File: config.mk
export PLATFORM = sky130hd
export DESIGN_NAME = chan_text_writer
export DESIGN_NICKNAME = d
export VERILOG_FILES = /design/src/rtl/chan_text_writer.sv
export SDC_FILE = /design/constraint.sdc
export NUM_CORES = 1
export LEC_CHECK = 0
export ABC_CLOCK_PERIOD_IN_PS = 8200
export CAP_MARGIN = 25
export CORE_ASPECT_RATIO = 0.9
export CORE_MARGIN = 10
export CORE_UTILIZATION = 45
export CTS_CLUSTER_DIAMETER = 30
export DETAILED_ROUTE_END_ITERATION = 8
export PLACE_DENSITY_LB_ADDON = 0.05
export SYNTH_ARGS = -nofsm -noshare
export SYNTH_HDL_FRONTEND = slang
export SYNTH_SLANG_ARGS = --single-unit
File: constraint.sdc
create_clock -name pclk -period 8.2 [get_ports pclk]
set_input_delay 1.64 -clock pclk [delete_from_list [all_inputs] [get_ports pclk]]
set_output_delay 1.64 -clock pclk [all_outputs]
set_load 0.005 [all_outputs]
File: src/rtl/chan_text_writer.sv
// Formats one channel measurement as a 13-character "CHnn d.dddV  " row and
// writes it into the char RAM during vertical blanking only.
module chan_text_writer #(
    parameter int         NUM_CH    = 13,
    parameter int         ROW_CHARS = 13,
    parameter logic [7:0] BASE_ADDR = 8'd0
) (
    input  logic        pclk,
    input  logic        rst,
    input  logic        vblnk,
    input  logic        req_valid,
    output logic        req_ready,
    input  logic [3:0]  req_ch,
    input  logic [13:0] req_mv,
    output logic        wr_en,
    output logic [7:0]  wr_addr,
    output logic [7:0]  wr_data,
    output logic        busy,
    output logic        err
);

    // state   | meaning
    // IDLE    | waiting for a request
    // CONV    | 14 double-dabble iterations, one per cycle
    // WRITE   | one char per blanking cycle, col 0..ROW_CHARS-1
    localparam logic [1:0] S_IDLE  = 2'd0;
    localparam logic [1:0] S_CONV  = 2'd1;
    localparam logic [1:0] S_WRITE = 2'd2;

    logic [1:0]  state;
    logic [3:0]  ch_q;
    logic [13:0] bin;
    logic [15:0] bcd;
    logic [15:0] bcd_adj;
    logic [3:0]  iter_cnt;
    logic [3:0]  col;
    logic [3:0]  ch_tens;
    logic [3:0]  ch_ones;
    logic [7:0]  char_sel;
    logic [7:0]  addr_next;
    logic        ch_bad;
    logic [13:0] mv_clamped;

    assign req_ready  = (state == S_IDLE) & ~rst;
    assign busy       = (state != S_IDLE);
    assign ch_bad     = int'(req_ch) >= NUM_CH;
    assign mv_clamped = (req_mv > 14'd9999) ? 14'd9999 : req_mv;

    always_comb begin
        bcd_adj = bcd;
        for (int i = 0; i < 4; i++) begin
            if (bcd[4*i +: 4] >= 4'd5)
                bcd_adj[4*i +: 4] = bcd[4*i +: 4] + 4'd3;
        end
    end

    // Channel index never exceeds 15, so the tens digit is 0 or 1.
    assign ch_tens = (ch_q >= 4'd10) ? 4'd1 : 4'd0;
    assign ch_ones = (ch_q >= 4'd10) ? ch_q - 4'd10 : ch_q;

    assign addr_next = 8'(int'(BASE_ADDR) + int'(ch_q) * ROW_CHARS + int'(col));

    always_comb begin
        char_sel = 8'h20;
        case (col)
            4'd0:    char_sel = 8'h43;
            4'd1:    char_sel = 8'h48;
            4'd2:    char_sel = {4'h3, ch_tens};
            4'd3:    char_sel = {4'h3, ch_ones};
            4'd4:    char_sel = 8'h20;
            4'd5:    char_sel = {4'h3, bcd[15:12]};
            4'd6:    char_sel = 8'h2E;
            4'd7:    char_sel = {4'h3, bcd[11:8]};
            4'd8:    char_sel = {4'h3, bcd[7:4]};
            4'd9:    char_sel = {4'h3, bcd[3:0]};
            4'd10:   char_sel = 8'h56;
            default: char_sel = 8'h20;
        endcase
    end

    always_ff @(posedge pclk) begin
        if (rst) begin
            state    <= S_IDLE;
            wr_en    <= 1'b0;
            wr_addr  <= 8'd0;
            wr_data  <= 8'd0;
            err      <= 1'b0;
            ch_q     <= 4'd0;
            bin      <= 14'd0;
            bcd      <= 16'd0;
            iter_cnt <= 4'd0;
            col      <= 4'd0;
        end else begin
            wr_en <= 1'b0;
            err   <= 1'b0;
            case (state)
                S_IDLE: begin
                    if (req_valid) begin
                        if (ch_bad) begin
                            err <= 1'b1;
                        end else begin
                            ch_q     <= req_ch;
                            bin      <= mv_clamped;
                            bcd      <= 16'd0;
                            iter_cnt <= 4'd13;
                            state    <= S_CONV;
                        end
                    end
                end
                S_CONV: begin
                    {bcd, bin} <= {bcd_adj, bin} << 1;
                    if (iter_cnt == 4'd0) begin
                        col   <= 4'd0;
                        state <= S_WRITE;
                    end else begin
                        iter_cnt <= iter_cnt - 4'd1;
                    end
                end
                S_WRITE: begin
                    if (vblnk) begin
                        wr_en   <= 1'b1;
                        wr_addr <= addr_next;
                        wr_data <= char_sel;
                        if (col == 4'(ROW_CHARS - 1))
                            state <= S_IDLE;
                        else
                            col <= col + 4'd1;
                    end
                end
                default: state <= S_IDLE;
            endcase
        end
    end

endmodule
==> metrics.cfg, run 1 <==
[clocking]
clk_path_buf_depth = 2
post_cts_resized = 0
h-tree-depth = 3
cts_tree = done
cts_buffers = 9
holdBufCountCts = 0
clk_pin_slew_ns = 0.07
cts_root_buffer = clkbuf_8
worst_skew_pair.late_latency_ns = 0.34
clkSinkCount = 61
cts_setup_buffers = 0

[global_routing]
grt.total_usage = 0.1452
grt_pass1_wl_mm = 14.64
grt_max_degree = 63
grt_overflow = 0
first_global_vias = 3077
antenna_found_initial = 0

[detailed_routing]
wl_mm = 8.577
wire_per_inst_um = 14.89
drt_iter0_markers = 130
viasPerCell = 5.549
ant_nets = 0
drc_errors = 0
vias = 3196
dr.pass1.iters = 4

[logic_synthesis]
yosysWarningCount = 0
ys.flop_type = dfxtp_1
synth_enable_flop_cells = 0
syn-num-nets = 507
ys_ff_latch = 61
synthArstFlopShare = 0
yosysSeqAreaShare = 0.3287
synth.distinct_cells = 55
postSynthAreaPerCell_um2 = 8.292
syn_inst = 448
netlist_area_um2 = 3715

[layout]
layout.nets = 533
layout_commonest_cell = dfxtp_1
stdcell_area_um2 = 4287
area_growth_pct = 15.39
final_cells = 576
antenna_cells = 0
drive_gt1_frac = 0.06918
final_cell_mix = dfxtp_1 (61), nor2_1 (44), nand2_1 (44), a21oi_1 (44), clkdlybuf4s50_1 (39)

[pwr]
p_int_mw = 0.4981
power_frac_comb = 0.199
p_leak_nw = 1.659
power_frac_clock = 0.333
powerDensity_nw_per_um2 = 165.7
pwr-share-seq = 0.468
vdd_drop_max_v = 0.00007573
power.total_mw = 0.7102
p_switching_mw = 0.2121
swShare = 0.2987

[worst_setup_path]
cp.arrival_ns = 2.82
cp-start-kind = primary input
crit_type = primary input to output port
reg2regPathDepth = 11
r2r_start = ch_q[0]$_SDFFE_PP0P_
cp.required_ns = 6.56
startpoint = rst
endpoint_kind = output port
critPathMaxFanout = 62

[placement]
portBuffers = 40
dpl_cell_area_um2 = 4094
place_inst = 561
gp_congestion = 0.8428
hpwlAfterDp_mm = 6.154

[timing]
rsz0062_at_grt = no
worst_pin_slew_ns = 0.7315
whs_ns = 0.4523
setup_violations = 0
final.setup.tns_ns = 0
period_needed_ns = 4.463
slew_headroom = 0.5111
max_freq_mhz = 224.0
hold_viol_final = 0
maxSlewViolCount = 0
period_share = 0.5443
final.setup_skew_ns = 0.007542

[hold_path]
min-delay-start = wr_addr[5]$_SDFFE_PP0P_
holdPathStages = 2
hold_path_class = flip-flop to flip-flop

[floorplanning]
initial_core_util = 0.4627
num_rows = 31
ios = 42
die_w_um = 115.8
core_um2 = 8029
die_h_um = 106.2
dieArea_um2 = 12290

[job]
maxCapViolCount = 0

[status]
status = complete, no violations

through the flow:
step                utilization  setup WS, ns
floorplan                     -         4.027
global placement         0.5099         3.717
detailed placement       0.5099         3.726
CTS                      0.5305         3.713
global route             0.5339         3.606
finish                   0.5339         3.737
final cells by class:
class / instances / area, um2
Inverter: 22 / 82.58
Timing Repair Buffer: 43 / 437.9
Clock buffer: 12 / 155.1
Tap cell: 99 / 123.9
Fill cell: 798 / 3742
Clock inverter: 2 / 10.01
Sequential cell: 61 / 1221
Multi-Input combinational cell: 337 / 2256
state kept, by name, indices dropped and copies added (netlist names):
signal	flops
wr_addr	8
ch_q	4
state	2
bcd	16
iter_cnt	4
err	1
col	4
wr_data	7
wr_en	1
bin	14
routing by layer:
metal  vias up  wire, um  global-route usage
li1       1657         -                   -
met1      1458      4224              0.1848
met2        72      3714              0.2217
met3         9       548             0.05902
met4         0        89             0.03929
met5         -         0                   0
synth_stat cells, types with 5 or more instances:
library cell / number / area [um2]
dfxtp_1: 61 / 1221
a21oi_1: 44 / 220.2
nand2_1: 44 / 165.2
nor2_1: 44 / 165.2
ha_1: 35 / 437.9
inv_1: 22 / 82.58
o21ai_0: 17 / 85.08
nor3_1: 15 / 75.07
nand3_1: 14 / 70.07
xnor2_1: 13 / 113.9
clkbuf_1: 10 / 37.54
a31oi_1: 8 / 50.05
nand2b_1: 8 / 50.05
a211oi_1: 7 / 52.55
a21o_1: 7 / 52.55
a22oi_1: 7 / 52.55
buf_2: 7 / 35.03
a22oi_2: 5 / 62.56
buf_4: 5 / 37.54
nor4b_1: 5 / 43.79
o211ai_1: 5 / 37.54
o41ai_1: 5 / 43.79
worst max-delay path: stages:
cell and delay [ns]:
buf_2 0.07, buf_4 0.52, nor2_1 0.11, clkdlybuf4s50_1 0.47
worst paths after layout:
kind	endpoint	slack [ns]
setup / recovery	req_ready	3.74
hold / removal	wr_addr[5]$_SDFFE_PP0P_	0.45
setup reg to reg	wr_addr[7]$_SDFFE_PP0P_	5.33
hold reg to reg	wr_addr[5]$_SDFFE_PP0P_	0.45
power by group through the flow:
stage,clock network [mW],logic [mW],registers [mW]
2_1_floorplan,0,0.104,0.331
3_3_place_gp,0,0.136,0.338
3_5_place_dp,0,0.137,0.339
4_1_cts,0.246,0.138,0.332
5_1_grt,0.256,0.161,0.335
6_report,0.237,0.141,0.332
cells by family (layout without fill, tap and decap cells):
| kind of cell | after synthesis | in the layout | synth area share |
|---|---|---|---|
| other | 1 | 1 | 0.001009 |
| muxes | 5 | 5 | 0.01381 |
| AOI/OAI and AO/OA | 128 | 128 | 0.2321 |
| and+or+nand+nor | 151 | 151 | 0.1964 |
| adders and majority gates | 37 | 37 | 0.1287 |
| DFF | 61 | 61 | 0.3287 |
| buffers and inverters | 50 | 79 | 0.06400 |
| xor gates and xnor gates | 15 | 15 | 0.03537 |
Note: power is estimated with default switching activity, not from simulation.
==> run 2, diff against run 1 <==
Settings changed: ABC_CLOCK_PERIOD_IN_PS 8200 to 4600.
Clock period 8.2 ns to 4.6 ns, I/O delays scaled along.
==> metrics.cfg, run 2 (same netlist as run 1, synthesis figures left out) <==
[status]
status = complete, no violations  ; unchanged

[layout]
reg.largest.list = bcd x16, bin x14, wr_addr x8  ; unchanged
register_area_um2 = 1221  ; unchanged
multi_input_area_um2 = 2256  ; unchanged
largest_reg_flops = 16  ; unchanged
antenna_cells = 0  ; unchanged
area_growth_pct = 17.01  ; was 15.39%
layout.nets = 533  ; unchanged
top_register = bcd  ; unchanged
final_cell_mix = dfxtp_1 (61), nor2_1 (44), nand2_1 (44), a21oi_1 (44), clkdlybuf4s50_1 (39)  ; unchanged
drive_gt1_frac = 0.07307  ; was 0.06918
final_cells = 578  ; was 576
fillCellCount = 792  ; was 798
layout_commonest_cell = dfxtp_1  ; unchanged

[timing]
setup_violations = 0  ; unchanged
final.setup_skew_ns = 0.01031  ; was 0.007542 ns
rsz0062_at_grt = no  ; unchanged
period_share = 0.6256
hold_viol_final = 0  ; unchanged
max_freq_mhz = 347.5
final.setup.tns_ns = 0  ; unchanged
maxSlewViolCount = 0  ; unchanged
period_needed_ns = 2.878
slew_headroom = 0.4926  ; was 0.5111
worst_pin_slew_ns = 0.7592  ; was 0.7315 ns

[pwr]
vdd_drop_max_v = 0.0001657  ; was 0.00007573 V
p_leak_nw = 1.687  ; was 1.659 nW
powerDensity_nw_per_um2 = 321.4  ; was 165.7 nW/um2

[hold_path]
hold_path_class = flip-flop to flip-flop  ; unchanged
holdPathStages = 2  ; unchanged

[detailed_routing]
viasPerCell = 5.623  ; was 5.549
dr.pass1.iters = 4  ; unchanged
vias = 3250  ; was 3196
drc_errors = 0  ; unchanged
wl_mm = 8.946  ; was 8.577 mm
drt_iter0_markers = 129  ; was 130
ant_nets = 0  ; unchanged
wire_per_inst_um = 15.48  ; was 14.89 um

[clocking]
cts_buffers = 9  ; unchanged
clk_pin_slew_ns = 0.07  ; about the same
clkSinkCount = 61  ; unchanged
worst_skew_pair.late_latency_ns = 0.34  ; about the same
cts_tree = done  ; unchanged
cts_root_buffer = clkbuf_8  ; unchanged
cts_setup_buffers = 0  ; unchanged
post_cts_resized = 0  ; unchanged
clk_path_buf_depth = 2  ; unchanged
holdBufCountCts = 0  ; unchanged
h-tree-depth = 3  ; unchanged

[floorplanning]
initial_core_util = 0.4627  ; unchanged
num_rows = 31  ; unchanged
dieArea_um2 = 12290  ; unchanged
ios = 42  ; unchanged
core_um2 = 8029  ; unchanged
die_w_um = 115.8  ; unchanged
die_h_um = 106.2  ; unchanged

[placement]
hpwlAfterDp_mm = 6.373  ; was 6.154 mm
gp_congestion = 0.8115  ; was 0.8428
portBuffers = 40  ; unchanged
place_inst = 561  ; unchanged

[worst_setup_path]
reg2regPathDepth = 11  ; unchanged
endpoint_kind = flip-flop  ; was output port
cp-start-kind = flip-flop  ; was primary input
cp.required_ns = 4.83  ; was 6.56 ns
cp.arrival_ns = 3.11  ; was 2.82 ns
crit_type = flip-flop to flip-flop  ; was primary input to output port
critPathMaxFanout = 6  ; was 62

[job]
maxCapViolCount = 0  ; unchanged

[global_routing]
grt_pass1_wl_mm = 14.95  ; was 14.64 mm
first_global_vias = 3086  ; was 3077
antenna_found_initial = 0  ; unchanged
grt.total_usage = 0.1474  ; was 0.1452
grt_max_degree = 62  ; was 63
grt_overflow = 0  ; unchanged

-- run 2: cell count changes in the layout (fill, tap and decap cells not counted), sizes merged --
cell / before / now
bufinv: 0 / 2
-- run 2: where the power goes --
group | internal (mW) | switching [mW]
sequential | 0.559 | 0.0335
clock | 0.333 | 0.216
combinational | 0.111 | 0.144
total | 1.00 | 0.393
-- run 2: layout make-up --
cell class                 instances  share of cell area
inverter                          22             0.01900
clock inverter                     4             0.01612
multi-input combinational        337              0.5190
sequential                        61              0.2809
clock buffer                      12             0.03569
timing repair buffer              43              0.1007
tap                               99             0.02850
-- run 2: worst paths after layout --
check | startpoint | end | slack (ns)
min reg2reg | wr_addr[4]$_SDFFE_PP0P_ | wr_addr[4]$_SDFFE_PP0P_ | 0.45
max reg2reg | ch_q[0]$_SDFFE_PP0P_ | wr_addr[7]$_SDFFE_PP0P_ | 1.72
max | ch_q[0]$_SDFFE_PP0P_ | wr_addr[7]$_SDFFE_PP0P_ | 1.72
min | wr_addr[4]$_SDFFE_PP0P_ | wr_addr[4]$_SDFFE_PP0P_ | 0.45
-- run 2: critical path: stages (launching register included) --
cell and delay (ns):
dfxtp_1 0.47, inv_1 0.08, ha_1 0.28, inv_1 0.04, ha_1 0.29, fa_1 0.46, ha_1 0.36, a21o_1 0.22
a211oi_1 0.24, nor2_1 0.11, mux2i_1 0.16, nand2_1 0.06
-- run 2: per-layer routing --
layer  up-vias  routed length [um]  GRT usage
li1       1650                   -          -
met5         -                   0          0
met3        11                 529    0.04441
met1      1518                4345     0.1880
met2        71                3972     0.2318
met4         0                  98    0.04821
-- run 2: stage by stage --
stage	power, mW	utilization	area, um2	hold WS (ns)	setup slack (ns)
finish	1.397	0.5414	4347	0.4513	1.722
global route	1.467	0.5414	4347	0.4703	1.548
CTS	1.399	0.5379	4319	0.4553	1.716
detailed placement	0.8493	0.5099	4094	0.4389	1.556
global placement	0.8457	0.5099	4094	0.4326	1.581
floorplan	0.7753	-	3715	0.4201	1.867
